**src/rtl/dino_motion_ctrl_pkg.sv**
```systemverilog
// Shared encodings for the dino sprite sequencer: FSM states and the sprite
// select codes that the drawDino renderer also decodes.
package dino_motion_ctrl_pkg;

    typedef enum logic [2:0] {
        IDLE = 3'd0,
        RUN  = 3'd1,
        DUCK = 3'd2,
        AIR  = 3'd3,
        DEAD = 3'd4
    } dino_state_t;

    localparam logic [3:0] SEL_STAND  = 4'd0;
    localparam logic [3:0] SEL_RUN_A  = 4'd1;
    localparam logic [3:0] SEL_RUN_B  = 4'd2;
    localparam logic [3:0] SEL_DUCK_A = 4'd3;
    localparam logic [3:0] SEL_DUCK_B = 4'd4;
    localparam logic [3:0] SEL_JUMP   = 4'd5;
    localparam logic [3:0] SEL_DEAD   = 4'd10;

    function automatic logic [3:0] sprite_for(dino_state_t st, logic phase);
        logic [3:0] sel;
        sel = SEL_STAND;
        case (st)
            IDLE:    sel = SEL_STAND;
            RUN:     sel = phase ? SEL_RUN_B : SEL_RUN_A;
            DUCK:    sel = phase ? SEL_DUCK_B : SEL_DUCK_A;
            AIR:     sel = SEL_JUMP;
            DEAD:    sel = SEL_DEAD;
            default: sel = SEL_STAND;
        endcase
        return sel;
    endfunction

endpackage

```
**src/rtl/dino_motion_ctrl_frame_tick_gen.sv**
```systemverilog
// Brings the pixel-domain vsync into the system clock domain and emits one
// single-cycle frame_tick per vsync falling edge.
module frame_tick_gen (
    input  logic clk,
    input  logic rst,
    input  logic vsync,
    output logic frame_tick
);

    logic sync1;
    logic sync2;
    logic prev;

    // Idle level of vsync is high, so resetting to 1 avoids a spurious tick.
    always_ff @(posedge clk) begin
        if (!rst) begin
            sync1      <= 1'b1;
            sync2      <= 1'b1;
            prev       <= 1'b1;
            frame_tick <= 1'b0;
        end else begin
            sync1      <= vsync;
            sync2      <= sync1;
            prev       <= sync2;
            frame_tick <= prev & ~sync2;
        end
    end

endmodule

```
**src/rtl/dino_motion_ctrl.sv**
```systemverilog
// Per-frame dino sequencer: state machine, jump physics and leg animation,
// producing the Y origin and sprite select for the sprite renderer.
module dino_motion_ctrl
    import dino_motion_ctrl_pkg::*;
#(
    parameter int GROUND_Y = 300,
    parameter int JUMP_V   = 16,
    parameter int GRAVITY  = 1,
    parameter int ANIM_DIV = 6
) (
    input  logic        clk,
    input  logic        rst,
    input  logic        vsync,
    input  logic        jump_btn,
    input  logic        duck_btn,
    input  logic        game_over,
    output logic [31:0] dino_y,
    output logic [3:0]  dino_sel,
    output logic        airborne
);

    localparam logic [7:0]        ANIM_LAST = 8'(ANIM_DIV - 1);
    localparam logic signed [8:0] LAUNCH_V  = 9'(JUMP_V);
    localparam logic signed [8:0] GRAV_V    = 9'(GRAVITY);

    logic              frame_tick;
    dino_state_t       state, state_n;
    logic [8:0]        h, h_n;
    logic signed [8:0] vel, vel_n;
    logic [7:0]        anim_cnt, anim_n;
    logic              phase, phase_n;
    logic signed [9:0] h_sum;

    frame_tick_gen u_tick (
        .clk        (clk),
        .rst        (rst),
        .vsync      (vsync),
        .frame_tick (frame_tick)
    );

    // Collision wins on any edge; everything else advances only on a frame tick.
    always_comb begin
        state_n = state;
        h_n     = h;
        vel_n   = vel;
        anim_n  = anim_cnt;
        phase_n = phase;
        h_sum   = $signed({1'b0, h}) + $signed({vel[8], vel});

        if (game_over) begin
            state_n = DEAD;
        end else if (frame_tick) begin
            if (state == RUN || state == DUCK) begin
                if (anim_cnt == ANIM_LAST) begin
                    anim_n  = 8'd0;
                    phase_n = ~phase;
                end else begin
                    anim_n = anim_cnt + 8'd1;
                end
            end
            case (state)
                IDLE: if (jump_btn) state_n = RUN;
                RUN, DUCK: begin
                    if (jump_btn) begin
                        state_n = AIR;
                        vel_n   = LAUNCH_V;
                        h_n     = 9'd0;
                    end else if (state == RUN && duck_btn) begin
                        state_n = DUCK;
                    end else if (state == DUCK && !duck_btn) begin
                        state_n = RUN;
                    end
                end
                AIR: begin
                    if (h_sum <= 10'sd0) begin
                        h_n     = 9'd0;
                        vel_n   = 9'sd0;
                        state_n = duck_btn ? DUCK : RUN;
                    end else begin
                        h_n   = h_sum[8:0];
                        vel_n = vel - GRAV_V;
                    end
                end
                DEAD: begin
                    if (jump_btn) begin
                        state_n = RUN;
                        h_n     = 9'd0;
                        vel_n   = 9'sd0;
                        anim_n  = 8'd0;
                        phase_n = 1'b0;
                    end
                end
                default: state_n = IDLE;
            endcase
        end
    end

    // Outputs are derived from the next-state values so they track the state registers.
    always_ff @(posedge clk) begin
        if (!rst) begin
            state    <= IDLE;
            h        <= 9'd0;
            vel      <= 9'sd0;
            anim_cnt <= 8'd0;
            phase    <= 1'b0;
            dino_y   <= 32'(GROUND_Y);
            dino_sel <= SEL_STAND;
            airborne <= 1'b0;
        end else begin
            state    <= state_n;
            h        <= h_n;
            vel      <= vel_n;
            anim_cnt <= anim_n;
            phase    <= phase_n;
            dino_y   <= 32'(GROUND_Y) - {23'd0, h_n};
            dino_sel <= sprite_for(state_n, phase_n);
            airborne <= (state_n == AIR);
        end
    end

endmodule

```
**config.mk**
```make
export PLATFORM = sky130hd
export DESIGN_NAME = dino_motion_ctrl
export DESIGN_NICKNAME = d
export VERILOG_FILES = /design/src/rtl/dino_motion_ctrl_pkg.sv /design/src/rtl/dino_motion_ctrl_frame_tick_gen.sv /design/src/rtl/dino_motion_ctrl.sv
export SDC_FILE = /design/constraint.sdc
export NUM_CORES = 1
export LEC_CHECK = 0
export BUFFER_PORTS_ARGS = -buffer_cell sky130_fd_sc_hd__buf_2
export CORE_UTILIZATION = 55
export DETAILED_ROUTE_END_ITERATION = 12
export GPL_ROUTABILITY_DRIVEN = 0
export PLACE_DENSITY = 0.79
export SLEW_MARGIN = 20
export SYNTH_ARGS = -nofsm -noshare
export SYNTH_HDL_FRONTEND = slang
export SYNTH_HIERARCHICAL = 1
export SYNTH_SLANG_ARGS = --single-unit
```
**constraint.sdc**
```tcl
create_clock -name clk -period 4.5 [get_ports clk]
set_input_delay 0 -clock clk [delete_from_list [all_inputs] [get_ports clk]]
set_output_delay 0 -clock clk [all_outputs]
set_load 0.005 [all_outputs]
```
==> results.cfg, run 1 <==
[drt]
routed_via_density = 5.74
dr.pass1.iters = 5
post-route-drc-count = 0
drtAntennaViolNets = 0
wl_per_cell_um = 13.8
routed_wl_um = 5950
vias = 2469
dr.first_iter.drc_count = 114

[clocking]
cts_made_buffers = 5
cts-root-buf = clkbuf_8
cts_buffer_depth = 2
cts_tree = built
ctsResizeCount = 0
cts_setup_buffers = 0
clock_sinks = 48
htreeDepth = 2
worstSkewPairLatency_ns = 0.30
cts.hold.buffers_added = 1
clkTransAtPathRegs_ns = 0.09

[floorplan]
die-area_um2 = 5560
fp.dieH_um = 74.6
core_area_um2 = 5070
die_w_um = 74.6
io_pins = 43
start_util = 0.571
row_count = 26

[timing]
holdWs_ns = 0.0213
tightest_slew_ns = 0.839
hold_viol = 0
tns_ns = 0
skew_ns = 0.0110
post-route-period-util = 0.901
relSlewSlack = 0.437
max_freq_ghz = 0.247
rsz0062_at_grt = false
fin_crit_ns = 4.05
drv_slew = 0
setup_violations = 0
finalWorstSetupSlack_ns = 0.447

[synthesis]
synthesis.nets = 360
synthCells = 340
yosysTopAreaCell = dfxtp_1
netlist.area_leader.share = 0.332
ys.flop_type = dfxtp_1
ys_ff_latch = 48
syn_area_um2 = 2900
yosys_warnings = 6
synthTopCellsByArea = dfxtp_1 33%, buf_4 6.2%, ha_1 5.6%, nor2_1 4.3%, a21oi_1 3.6%
synth_edf_count = 0
synth_most_common_cell = dfxtp_1
synth_common_cells = 48 x dfxtp_1, 33 x nor2_1, 24 x buf_4
yosysSeqAreaShare = 0.332
synth.distinct_cells = 69
syn_area_per_cell_um2 = 8.52
synthArstFlopShare = 0

[final_layout]
drive_above_1_share = 0.175
antenna_cells = 0
final_nets = 380
final_cells = 430
syn2layout_area_growth_pct = 8.07
fin_util = 0.617

[pwr]
p_leak_nw = 1.31
p_per_area_nw_per_um2 = 260
vdd_drop_max_mv = 0.234

[grt]
grt_pass1_vias = 2168
grt_overflow_total = 0
track_usage = 0.228
grt_pass1_wl_um = 9590
antenna_found_initial = 0
grt_max_degree = 24

[place]
dp_cells = 422
hpwl_um = 4440
io_buffers = 42
post-place-ws_ns = 0.502

[outcome]
status = finished clean

[critical_path]
crit_required_ns = 4.74
worstPathArrival_ns = 4.29
critPathCaptureType = flip-flop
critical_path_class = reg2reg
worstPathMaxFanout = 6
critPathLaunchType = flip-flop

[min_path]
hold_class = in2reg

[job]
cap_violations = 0
## sequential cells by signal, summed over array words and instances (netlist names), 3 cells and up
register,flops
dino_y,10
vel,9
anim_cnt,8
h,8
dino_sel,4
state,3
## through the flow
| stage | total power [mW] | instance area, µm² |
|---|---|---|
| after global placement | 0.463 | 2990 |
| after detailed placement | 0.464 | 2990 |
| after global routing | 0.839 | 3130 |
| final | 0.814 | 3130 |
| after CTS | 0.820 | 3130 |
| after floorplan | 0.455 | 2900 |
## power by group
group	switching, mW	internal [mW]
registers	0.00284	0.428
clock network	0.140	0.219
logic	0.0153	0.00882
## routing by layer
metal,GRT usage,vias up,wire [µm]
li1,-,1242,-
met1,0.284,1136,2770
met2,0.375,79,2760
met3,0.0515,12,281
met4,0.101,0,131
met5,0,-,0
## placed cells by master, fill, tap and decap left out, types with 5 or more instances in the layout
| cell | count |
|---|---|
| xnor2_1 | 5 |
| buf_2 | 42 |
| o21ai_0 | 6 |
| clkbuf_8 | 5 |
| xor2_1 | 9 |
| nand2b_1 | 6 |
| o21ai_1 | 13 |
| nand2_1 | 21 |
| nor2_1 | 33 |
| inv_1 | 14 |
| nor3_1 | 7 |
| and2_1 | 11 |
| ha_1 | 13 |
| a211oi_1 | 6 |
| dfxtp_1 | 48 |
| nand3_1 | 8 |
| o21a_1 | 5 |
| a21oi_1 | 21 |
## kinds of logic after synthesis
| logic type | share of synthesized area |
|---|---|
| buf+inv | 0.0933 |
| compound gates | 0.231 |
| flops | 0.332 |
| simple gates | 0.225 |
| xor+xnor | 0.0423 |
| fa+ha+maj | 0.0630 |
| mux | 0.0142 |
## cell type report
| type | instances | area, µm² |
|---|---|---|
| flip-flops and latches | 48 | 961 |
| clock inverters | 2 | 60.1 |
| inverters | 16 | 60.1 |
| repair buffers | 44 | 228 |
| well taps | 70 | 87.6 |
| fillers | 452 | 1940 |
| multi-input cells | 245 | 1670 |
| clock buffers | 5 | 68.8 |
## worst paths after layout
check	from	end	slack, ns	depth (start not counted)
worst max-delay path	dino_y[0]	dino_y[8]	0.45	14
worst min-delay path	rst	dino_y[5]	0.02	2
worst max register to register	dino_y[0]	dino_y[8]	0.45	14
worst min register to register	u_tick/sync1	u_tick/sync2	0.42	1
## critical path, cell delays in order (launching register included)
cell	delay, ns
dfxtp_1	0.39
ha_1	0.21
inv_1	0.06
fa_1	0.39
nand2b_1	0.18
a211oi_1	0.28
a2111oi_0	0.13
a311oi_1	0.51
and4_4	0.37
nand2b_1	0.25
a2bb2oi_1	0.24
ha_1	0.24
o31ai_1	0.17
a211oi_1	0.37
mux2i_1	0.21
Power figures use the tool's default switching activity.
==> inputs of run 2 (changes only) <==
--- a/config.mk
+++ b/config.mk
@@ -5,11 +5,12 @@
 export SDC_FILE = /design/constraint.sdc
 export NUM_CORES = 1
 export LEC_CHECK = 0
-export BUFFER_PORTS_ARGS = -buffer_cell sky130_fd_sc_hd__buf_2
 export CORE_UTILIZATION = 55
 export DETAILED_ROUTE_END_ITERATION = 12
+export DONT_BUFFER_PORTS = 1
 export GPL_ROUTABILITY_DRIVEN = 0
-export PLACE_DENSITY = 0.79
+export MAX_ROUTING_LAYER = met4
+export PLACE_DENSITY = 0.72
 export SLEW_MARGIN = 20
 export SYNTH_ARGS = -nofsm -noshare
 export SYNTH_HDL_FRONTEND = slang
==> run 2 against run 1 <==
  * Global-route usage grew 1.4 points
  * Wire length increased by 2.0%
  * Final area fell by 7.4%
  * Critical path depth did not move
  * The flow now finishes with violations (DRC)
  * Combinational power decreased by 14%
  * Clock power shrank 26%
==> results.cfg, run 2 (synthesis gave the netlist of run 1 again) <==
[floorplan]
core_area_um2 = 5070
die-area_um2 = 5560
row_count = 26
start_util = 0.571
die_w_um = 74.6
fp.dieH_um = 74.6
io_pins = 43

[critical_path]
r2r_cells = 14
critPathCaptureType = flip-flop
critical_path_class = reg2reg
timing.rr.start = dino_y[0]
worstPathArrival_ns = 4.26
critPathLaunchType = flip-flop
crit_required_ns = 4.75
critical_path.startpoint = dino_y[0]
r2r-end = dino_y[8]
worstPathMaxFanout = 6
crit_end = dino_y[8]
r2r_slack_ns = 0.49

[clocking]
worstSkewPairLatency_ns = 0.31
clkTransAtPathRegs_ns = 0.09
cts_tree = built
clock_sinks = 48
cts-root-buf = clkbuf_8
htreeDepth = 2
cts_setup_buffers = 0
cts_buffer_depth = 2
cts_made_buffers = 5

[grt]
track_usage = 0.242
grt_overflow_total = 0
grt_pass1_vias = 2048
grt_pass1_wl_um = 9850
grt_max_degree = 24
antenna_found_initial = 0

[final_layout]
final_nets = 340
top_register = dino_y
final_cell_mix = 47 x dfxtp_1, 33 x nor2_1, 21 x nand2_1, 21 x a21oi_1, 14 x inv_1
reg.largest.list = dino_y: 10 flops, vel: 9 flops
final_common_cell = dfxtp_1
syn2layout_area_growth_pct = 0.0432
fin_util = 0.571
antenna_cells = 0
largest_reg_flops = 10
drive_above_1_share = 0.0654

[timing]
tns_ns = 0
drv_slew = 0
relSlewSlack = 0.538
fin_crit_ns = 4.01
skew_ns = 0.00231
rsz0062_at_grt = false
tightest_slew_ns = 0.684
post-route-period-util = 0.892
setup_violations = 0
max_freq_ghz = 0.249
hold_viol = 0
holdWs_ns = 0.0460
finalWorstSetupSlack_ns = 0.486

[outcome]
status = complete, but fails checks
violations = DRC

[place]
hpwl_um = 4370
io_buffers = 0
post-place-ws_ns = 0.570

[pwr]
p_leak_nw = 1.09
p_total_uw = 715
p_per_area_nw_per_um2 = 247
vdd_drop_max_mv = 0.159

[drt]
dr.pass1.iters = 8
routed_wl_um = 6070
vias = 2313
wl_per_cell_um = 15.5
dr.first_iter.drc_count = 164
drtAntennaViolNets = 0
post-route-drc-count = 1
routed_via_density = 5.92

[job]
cap_violations = 0

[min_path]
hold_class = in2reg
hold_depth = 2
==> run 2: cell types whose count changed in the layout (fill, tap and decap cells not counted), sizes merged <==
| cell | delta |
|---|---|
| buf | -42 |
| bufinv | -2 |
| clkbuf | +2 |
| clkinv | +1 |
| dlygate4sd3 | +2 |
==> run 2: timing repair <==
item	CTS	global route
endpoints found under the hold margin	24	0
hold buffers	3	0
endpoints found under the setup margin	0	0
gates resized for setup	0	0
==> run 2: where the power goes <==
part           internal, mW  total (mW)  switching, mW
clock network         0.111       0.264          0.152
registers             0.428       0.431        0.00327
logic               0.00763      0.0207         0.0130
==> run 2: metal layers <==
metal  vias to the layer above  global-route usage  wire (µm)
met2                        76               0.351       2620
met4                         0              0.0671         61
met3                         7              0.0407        439
met5                         -                   -          0
met1                      1064               0.343       2950
li1                       1166                   -          -
==> run 2: final cells by class <==
type	instances	area [µm²]
clock inverter	1	8.76
clock buffer	7	76.3
inverter	16	60.1
sequential	48	962
timing repair buffer	4	37.5
tap	70	87.6
fill	488	2180
multi-input combinational	245	1670
==> run 2: critical path, cell delays in order (launching register included) <==
cell       delay, ns
dfxtp_1         0.41
ha_1            0.19
inv_1           0.06
fa_1            0.41
nand2b_1        0.18
a211oi_1        0.29
a2111oi_0       0.12
a311oi_1        0.52
and4_4          0.38
nand2b_1        0.27
a2bb2oi_1       0.24
ha_1            0.23
o31ai_1         0.15
a211oi_1        0.31
mux2i_1         0.20
==> run 2: worst min path at each step <==
stage                         from           to  slack (ns)
after floorplan                rst  u_tick/prev        0.07
after global placement         rst    dino_y[2]        0.07
after detailed placement       rst    dino_y[2]        0.08
after CTS                 duck_btn     state[0]        0.06
after global routing      duck_btn     state[0]        0.06
final                     duck_btn     state[0]        0.05
==> run 2: metrics by stage <==
stage | cells | area (µm²)
after global placement | 380 | 2780
after CTS | 391 | 2900
after floorplan | 340 | 2900
after detailed placement | 380 | 2780
final | 391 | 2900
after global routing | 391 | 2900
